`src/rtl/decode_stage.sv`:
```
// decode_stage: RV32I instruction decode stage with register file and ID/EX register.
//
// Decodes the instruction held in IF/ID, reads the register file (with same-cycle
// write-back bypass), builds the sign-extended immediate and control word, and
// registers everything into ID/EX for the execute stage.
//
// Ports:
//   clk, rst            clock; synchronous active-low reset
//   InstrD, PCD, PCPlus4D   IF/ID contents
//   FlushE              turn the next ID/EX contents into a bubble
//   RegWriteW, RdW, ResultW register-file write-back port
//   *E outputs          registered ID/EX contents (control, data, register indices)
module decode_stage #(
  parameter int unsigned RF_DEPTH = 32
) (
  input  logic        clk,
  input  logic        rst,
  input  logic [31:0] InstrD,
  input  logic [31:0] PCD,
  input  logic [31:0] PCPlus4D,
  input  logic        FlushE,
  input  logic        RegWriteW,
  input  logic [4:0]  RdW,
  input  logic [31:0] ResultW,
  output logic        RegWriteE,
  output logic        MemWriteE,
  output logic        JumpE,
  output logic        BranchE,
  output logic [1:0]  ResultSrcE,
  output logic [1:0]  ALUSrcAE,
  output logic        ALUSrcBE,
  output logic [3:0]  ALUControlE,
  output logic [2:0]  Funct3E,
  output logic [31:0] RD1E,
  output logic [31:0] RD2E,
  output logic [31:0] ImmExtE,
  output logic [31:0] PCE,
  output logic [31:0] PCPlus4E,
  output logic [4:0]  Rs1E,
  output logic [4:0]  Rs2E,
  output logic [4:0]  RdE
);

  localparam logic [6:0] OpLoad   = 7'b0000011;
  localparam logic [6:0] OpStore  = 7'b0100011;
  localparam logic [6:0] OpRType  = 7'b0110011;
  localparam logic [6:0] OpIAlu   = 7'b0010011;
  localparam logic [6:0] OpBranch = 7'b1100011;
  localparam logic [6:0] OpJal    = 7'b1101111;
  localparam logic [6:0] OpJalr   = 7'b1100111;
  localparam logic [6:0] OpLui    = 7'b0110111;
  localparam logic [6:0] OpAuipc  = 7'b0010111;

  localparam logic [3:0] AluAdd  = 4'b0000;
  localparam logic [3:0] AluSub  = 4'b0001;
  localparam logic [3:0] AluAnd  = 4'b0010;
  localparam logic [3:0] AluOr   = 4'b0011;
  localparam logic [3:0] AluXor  = 4'b0100;
  localparam logic [3:0] AluSlt  = 4'b0101;
  localparam logic [3:0] AluSltu = 4'b0110;
  localparam logic [3:0] AluSll  = 4'b0111;
  localparam logic [3:0] AluSrl  = 4'b1000;
  localparam logic [3:0] AluSra  = 4'b1001;

  typedef enum logic [2:0] {ImmNone, ImmI, ImmS, ImmB, ImmJ, ImmU} imm_src_e;
  typedef enum logic [1:0] {AluOpAdd, AluOpSub, AluOpFunct} alu_op_e;

  typedef struct packed {
    logic        reg_write;
    logic        mem_write;
    logic        jump;
    logic        branch;
    logic [1:0]  result_src;
    logic [1:0]  alu_src_a;
    logic        alu_src_b;
    logic [3:0]  alu_control;
    logic [2:0]  funct3;
    logic [31:0] rd1;
    logic [31:0] rd2;
    logic [31:0] imm_ext;
    logic [31:0] pc;
    logic [31:0] pc_plus4;
    logic [4:0]  rs1;
    logic [4:0]  rs2;
    logic [4:0]  rd;
  } idex_t;

  // Instruction fields
  logic [6:0] opcode;
  logic [4:0] rd_d, rs1_d, rs2_d;
  logic [2:0] funct3_d;
  logic       funct7b5;

  assign opcode   = InstrD[6:0];
  assign rd_d     = InstrD[11:7];
  assign funct3_d = InstrD[14:12];
  assign rs1_d    = InstrD[19:15];
  assign rs2_d    = InstrD[24:20];
  assign funct7b5 = InstrD[30];

  // Main decoder
  logic     reg_write_d, mem_write_d, jump_d, branch_d, alu_src_b_d, is_rtype;
  logic [1:0] result_src_d, alu_src_a_d;
  imm_src_e imm_src;
  alu_op_e  alu_op;

  always_comb begin
    reg_write_d  = 1'b0;
    mem_write_d  = 1'b0;
    jump_d       = 1'b0;
    branch_d     = 1'b0;
    result_src_d = 2'b00;
    alu_src_a_d  = 2'b00;
    alu_src_b_d  = 1'b0;
    imm_src      = ImmNone;
    alu_op       = AluOpAdd;
    is_rtype     = 1'b0;
    unique case (opcode)
      OpLoad: begin
        reg_write_d  = 1'b1;
        alu_src_b_d  = 1'b1;
        result_src_d = 2'b01;
        imm_src      = ImmI;
      end
      OpStore: begin
        mem_write_d = 1'b1;
        alu_src_b_d = 1'b1;
        imm_src     = ImmS;
      end
      OpRType: begin
        reg_write_d = 1'b1;
        alu_op      = AluOpFunct;
        is_rtype    = 1'b1;
      end
      OpIAlu: begin
        reg_write_d = 1'b1;
        alu_src_b_d = 1'b1;
        imm_src     = ImmI;
        alu_op      = AluOpFunct;
      end
      OpBranch: begin
        branch_d = 1'b1;
        imm_src  = ImmB;
        alu_op   = AluOpSub;
      end
      OpJal: begin
        jump_d       = 1'b1;
        reg_write_d  = 1'b1;
        result_src_d = 2'b10;
        alu_src_a_d  = 2'b01;
        alu_src_b_d  = 1'b1;
        imm_src      = ImmJ;
      end
      OpJalr: begin
        jump_d       = 1'b1;
        reg_write_d  = 1'b1;
        result_src_d = 2'b10;
        alu_src_b_d  = 1'b1;
        imm_src      = ImmI;
      end
      // lui computes 0 + imm, auipc computes PC + imm; both write rd.
      OpLui: begin
        reg_write_d = 1'b1;
        alu_src_a_d = 2'b10;
        alu_src_b_d = 1'b1;
        imm_src     = ImmU;
      end
      OpAuipc: begin
        reg_write_d = 1'b1;
        alu_src_a_d = 2'b01;
        alu_src_b_d = 1'b1;
        imm_src     = ImmU;
      end
      default: ;
    endcase
  end

  // ALU decoder
  logic [3:0] alu_control_d;

  always_comb begin
    alu_control_d = AluAdd;
    unique case (alu_op)
      AluOpSub: alu_control_d = AluSub;
      AluOpFunct: begin
        unique case (funct3_d)
          3'b000:  alu_control_d = (is_rtype && funct7b5) ? AluSub : AluAdd;
          3'b001:  alu_control_d = AluSll;
          3'b010:  alu_control_d = AluSlt;
          3'b011:  alu_control_d = AluSltu;
          3'b100:  alu_control_d = AluXor;
          3'b101:  alu_control_d = funct7b5 ? AluSra : AluSrl;
          3'b110:  alu_control_d = AluOr;
          default: alu_control_d = AluAnd;
        endcase
      end
      default: alu_control_d = AluAdd;
    endcase
  end

  // Immediate generator
  logic [31:0] imm_ext_d;

  always_comb begin
    imm_ext_d = 32'h0;
    unique case (imm_src)
      ImmI: imm_ext_d = {{20{InstrD[31]}}, InstrD[31:20]};
      ImmS: imm_ext_d = {{20{InstrD[31]}}, InstrD[31:25], InstrD[11:7]};
      ImmB: imm_ext_d = {{20{InstrD[31]}}, InstrD[7], InstrD[30:25], InstrD[11:8], 1'b0};
      ImmJ: imm_ext_d = {{12{InstrD[31]}}, InstrD[19:12], InstrD[20], InstrD[30:21], 1'b0};
      ImmU: imm_ext_d = {InstrD[31:12], 12'h0};
      default: imm_ext_d = 32'h0;
    endcase
  end

  // Register file
  logic [31:0] rf_q [RF_DEPTH];
  logic [31:0] rf_d [RF_DEPTH];
  logic        wb_en;
  logic [31:0] rd1_d, rd2_d;

  assign wb_en = RegWriteW && (RdW != 5'd0) && (32'(RdW) < RF_DEPTH);

  always_comb begin
    for (int i = 0; i < int'(RF_DEPTH); i++) begin
      rf_d[i] = rf_q[i];
    end
    if (wb_en) begin
      rf_d[RdW] = ResultW;
    end
  end

  always_ff @(posedge clk) begin
    for (int i = 0; i < int'(RF_DEPTH); i++) begin
      if (!rst) begin
        rf_q[i] <= 32'h0;
      end else begin
        rf_q[i] <= rf_d[i];
      end
    end
  end

  // Reads see a same-cycle write-back so WB->ID needs no hazard handling.
  always_comb begin
    rd1_d = 32'h0;
    rd2_d = 32'h0;
    if (rs1_d != 5'd0 && 32'(rs1_d) < RF_DEPTH) begin
      rd1_d = (wb_en && RdW == rs1_d) ? ResultW : rf_q[rs1_d];
    end
    if (rs2_d != 5'd0 && 32'(rs2_d) < RF_DEPTH) begin
      rd2_d = (wb_en && RdW == rs2_d) ? ResultW : rf_q[rs2_d];
    end
  end

  // ID/EX pipeline register
  idex_t idex_d, idex_q;

  always_comb begin
    idex_d = '0;
    if (!FlushE) begin
      idex_d.reg_write   = reg_write_d;
      idex_d.mem_write   = mem_write_d;
      idex_d.jump        = jump_d;
      idex_d.branch      = branch_d;
      idex_d.result_src  = result_src_d;
      idex_d.alu_src_a   = alu_src_a_d;
      idex_d.alu_src_b   = alu_src_b_d;
      idex_d.alu_control = alu_control_d;
      idex_d.funct3      = funct3_d;
      idex_d.rd1         = rd1_d;
      idex_d.rd2         = rd2_d;
      idex_d.imm_ext     = imm_ext_d;
      idex_d.pc          = PCD;
      idex_d.pc_plus4    = PCPlus4D;
      idex_d.rs1         = rs1_d;
      idex_d.rs2         = rs2_d;
      idex_d.rd          = rd_d;
    end
  end

  always_ff @(posedge clk) begin
    if (!rst) begin
      idex_q <= '0;
    end else begin
      idex_q <= idex_d;
    end
  end

  assign RegWriteE   = idex_q.reg_write;
  assign MemWriteE   = idex_q.mem_write;
  assign JumpE       = idex_q.jump;
  assign BranchE     = idex_q.branch;
  assign ResultSrcE  = idex_q.result_src;
  assign ALUSrcAE    = idex_q.alu_src_a;
  assign ALUSrcBE    = idex_q.alu_src_b;
  assign ALUControlE = idex_q.alu_control;
  assign Funct3E     = idex_q.funct3;
  assign RD1E        = idex_q.rd1;
  assign RD2E        = idex_q.rd2;
  assign ImmExtE     = idex_q.imm_ext;
  assign PCE         = idex_q.pc;
  assign PCPlus4E    = idex_q.pc_plus4;
  assign Rs1E        = idex_q.rs1;
  assign Rs2E        = idex_q.rs2;
  assign RdE         = idex_q.rd;

endmodule

```
`config.mk`:
```
export PLATFORM = sky130hd
export DESIGN_NAME = decode_stage
export DESIGN_NICKNAME = d
export VERILOG_FILES = /design/src/rtl/decode_stage.sv
export SDC_FILE = /design/constraint.sdc
export NUM_CORES = 2
export LEC_CHECK = 0
export BUFFER_PORTS_ARGS = -buffer_cell sky130_fd_sc_hd__buf_2
export CORE_ASPECT_RATIO = 1.5
export CORE_MARGIN = 2
export CORE_UTILIZATION = 40
export CTS_CLUSTER_DIAMETER = 100
export DETAILED_ROUTE_END_ITERATION = 6
export GPL_ROUTABILITY_DRIVEN = 0
export SETUP_SLACK_MARGIN = 0.15
export SLEW_MARGIN = 20
export SYNTH_ARGS = -nofsm -noshare
export SYNTH_HDL_FRONTEND = slang
export SYNTH_SLANG_ARGS = --single-unit
export TNS_END_PERCENT = 30
```
`constraint.sdc`:
```
create_clock -name clk -period 2.1 [get_ports clk]
set_input_delay 0.42 -clock clk [delete_from_list [all_inputs] [get_ports clk]]
set_output_delay 0.42 -clock clk [all_outputs]
set_load 0.005 [all_outputs]
```
==> results.py <==
metrics = {
    "flow_run": {
        "max_cap_violations": 0,
    },
    "detailed_routing": {
        "drt_iter0_drc": 5450,
        "wire_per_inst_um": 25.7,
        "drt-total-wl_um": 231000,
        "vias": 52679,
        "ant_nets": 0,
        "drc": 0,
        "vias_per_cell": 5.86,
        "drt_pass1_iterations": 6,
    },
    "power": {
        "power_frac_seq": 0.453,
        "power.leakage_nw": 25.9,
        "combPwrFrac": 0.095,
        "p_per_area_nw_per_um2": 714,
        "power_frac_clock": 0.452,
        "netSwitchingFraction": 0.247,
        "ir_drop_mv": 0.756,
        "power.switching_mw": 12.8,
        "power.internal_mw": 39.1,
    },
    "cts": {
        "cts_tree": "yes",
        "cts_setup_buffers": 0,
        "clockRootBuffer": "clkbuf_16",
        "path_clk_slew_ns": 0.07,
        "clockBufferDepth": 3,
        "cts_buffers": 116,
        "clkSinkCount": 1215,
        "insertion_delay_ns": 0.75,
        "htree_levels": 3,
    },
    "worst_setup_path": {
        "r2r_cells": 4,
        "slowest_stage": "a211oi_1",
        "path_delay_family": "compound AO/OA/AOI/OAI gates",
        "cp_data_required_time_ns": 2.74,
        "cp_num_buf_inv": 2,
        "path_depth": 6,
        "crit_type": "input port to flop",
        "crit_arrival_ns": 2.68,
        "cpPeakStageDelay_ns": 0.70,
        "crit_fanout": 26,
        "cp-end-kind": "flop",
        "cp_cell_sequence": "buf_8, buf_12, mux4_2, a211oi_1, nand2_1, a32o_1",
        "critPathLaunchType": "input port",
    },
    "sta": {
        "slew_viol_final": 0,
        "whs_ns": 0.0914,
        "fin_worst_skew_ns": 0.0228,
        "rsz0062_at_grt": "true",
        "max-slew-margin-rel": 0.407,
        "hold_viol": 0,
        "tightest_slew_ns": 0.890,
        "period_share": 0.971,
        "setup_viol": 0,
        "period_minus_slack_ns": 2.04,
        "fmax_mhz": 490,
    },
    "min_path": {
        "worst_hold_path.num_cells": 3,
        "worstHoldPathType": "input port to flop",
    },
    "final_layout": {
        "nNetsFinal": 7102,
        "multi_input_comb_area_um2": 33000,
        "final_cells": 8994,
        "seq_area_um2": 24300,
        "drive_gt1_frac": 0.222,
        "final_area_um2": 72700,
        "syn2layout_area_growth_pct": 21.4,
        "fillCellCount": 13646,
        "layout_commonest_cell": "nand2_1",
        "final_cell_mix": "nand2_1, dfxtp_1, a21boi_0",
    },
    "floorplanning": {
        "dieWidth_um": 320,
        "die-height_um": 478,
        "start_util": 0.403,
        "row_count": 173,
        "core_region_area_um2": 148000,
        "pin_count": 328,
        "die-area_um2": 153000,
    },
    "logic_synthesis": {
        "synth.distinct_cells": 57,
        "ys_seq_area_frac": 0.406,
        "synthCells": 6591,
        "synth-edff-count": 0,
        "synth_warnings": 0,
        "syn_nets": 6730,
        "synth_ff_type": "dfxtp_1",
        "avgSynthCellArea_um2": 9.09,
        "synth_async_sr_flop_share": 0,
        "ys_seq_elements": 1215,
        "netlist_area_um2": 59900,
    },
    "global_routing": {
        "gr-total-overflow": 0,
        "grt_pass1_vias": 51128,
        "antenna_found_initial": 32,
        "globalRouteTotalUtil": 0.295,
        "grt_max_degree": 179,
        "grt_pass1_wl_um": 340000,
    },
    "run_status": {
        "status": "finished clean",
    },
    "placement": {
        "place_area_um2": 67600,
        "io_buffers": 327,
        "hpwlAfterDp_um": 158000,
        "place_inst": 8686,
    },
}
## cell families (layout without fill, tap and decap cells)
kind of cell,Yosys count,in the layout,share of synthesized area
flops,1215,1215,0.406
compound gates,1464,1464,0.184
other cells,0,8,0
mux,710,710,0.194
simple gates,2497,2497,0.165
xor+xnor,11,11,0.00161
fa+ha+maj,2,2,0.000418
buf+inv,692,1162,0.0484
## worst register-to-register path, delay by kind of cell (launching register included)
kind | cells | cell delay, ns
AOI/OAI and AO/OA | 2 | 0.99
DFF | 1 | 0.33
muxes | 1 | 0.47
and+or+nand+nor | 1 | 0.12
## sequential cells by signal (all words and copies together), names as in the netlist, 5 cells and up
register / cells
RD1E: 32
ImmExtE: 32
rf_q: 1024
PCPlus4E: 32
Rs1E: 5
Rs2E: 5
RD2E: 32
PCE: 32
RdE: 5
## final cells by class
cell class	instances	share of cell area
repair buffers	940	0.119
well taps	1925	0.0331
multi-input cells	4684	0.454
clock inverters	47	0.0103
clock buffers	169	0.0482
diodes	8	0.000275
flip-flops and latches	1215	0.335
inverters	6	0.000327
## metal layers
metal	global-route usage	vias up	share of wire
li1	-	23601	-
met1	0.365	25672	0.38
met2	0.487	2708	0.47
met3	0.0646	650	0.097
met4	0.139	48	0.049
met5	0	-	0.0013
## repair_timing
item,in CTS,in global routing
endpoints found under the hold margin,97,0
setup endpoints to repair,15,11
hold buffers,84,0
resized for setup,4,3
## Yosys cell counts (4+ instances only)
cell type,instances,area share
xnor2_1,6,0.00088
o21ai_0,5,0.00042
buf_6,10,0.0019
a32o_1,64,0.011
o22a_1,5,0.00073
nor2b_1,14,0.0015
a211oi_1,20,0.0025
nand2b_1,4,0.00042
mux2_2,91,0.017
buf_1,23,0.0014
or2_2,5,0.00052
nand3_1,17,0.0014
mux2i_1,267,0.045
o211ai_1,10,0.0013
o221ai_1,65,0.0095
nand2_1,2220,0.14
o22ai_1,42,0.0044
inv_1,5,0.00031
buf_4,14,0.0018
a22oi_1,76,0.0095
buf_2,100,0.0084
mux4_2,351,0.13
clkbuf_2,30,0.0025
a221o_1,51,0.0085
nor2_1,70,0.0044
and2_1,117,0.012
a21boi_0,992,0.12
nand4_1,6,0.00063
dfxtp_1,1215,0.41
and3_1,11,0.0011
nor3_1,15,0.0013
clkbuf_1,508,0.032
xor2_1,5,0.00073
a21oi_1,118,0.0099
## through the flow
stage	total power, mW	utilization	worst slack, ns	TNS [ns]
final	51.9	0.490	0.0608	0
after global routing	53.3	0.490	0.105	0
after CTS	52.1	0.489	0.0836	0
after detailed placement	28.8	0.455	-0.562	-21.76
after global placement	28.7	0.455	-0.555	-21.54
after floorplan	26.6	-	0.00760	0
## path summary, 6_finish.rpt
path	start	to	slack, ns
worst min register to register	rf_q[24][15]$_SDFFE_PN0P_	rf_q[24][15]$_SDFFE_PN0P_	0.47
worst max-delay path	InstrD[20]	RD2E[11]$_SDFF_PP0_	0.06
worst min-delay path	InstrD[0]	ImmExtE[0]$_SDFF_PP0_	0.09
worst max register to register	rf_q[7][11]$_SDFFE_PN0P_	RD2E[11]$_SDFF_PP0_	0.11
## power groups by stage
stage | Sequential, mW | Clock, mW | Combinational [mW]
2_1_floorplan | 23.9 | 0 | 2.64
3_3_place_gp | 24.0 | 0 | 4.72
3_5_place_dp | 24.0 | 0 | 4.75
4_1_cts | 23.5 | 23.7 | 4.88
5_1_grt | 23.5 | 24.6 | 5.18
6_report | 23.5 | 23.5 | 4.96
(Power assumes the default switching activity.)
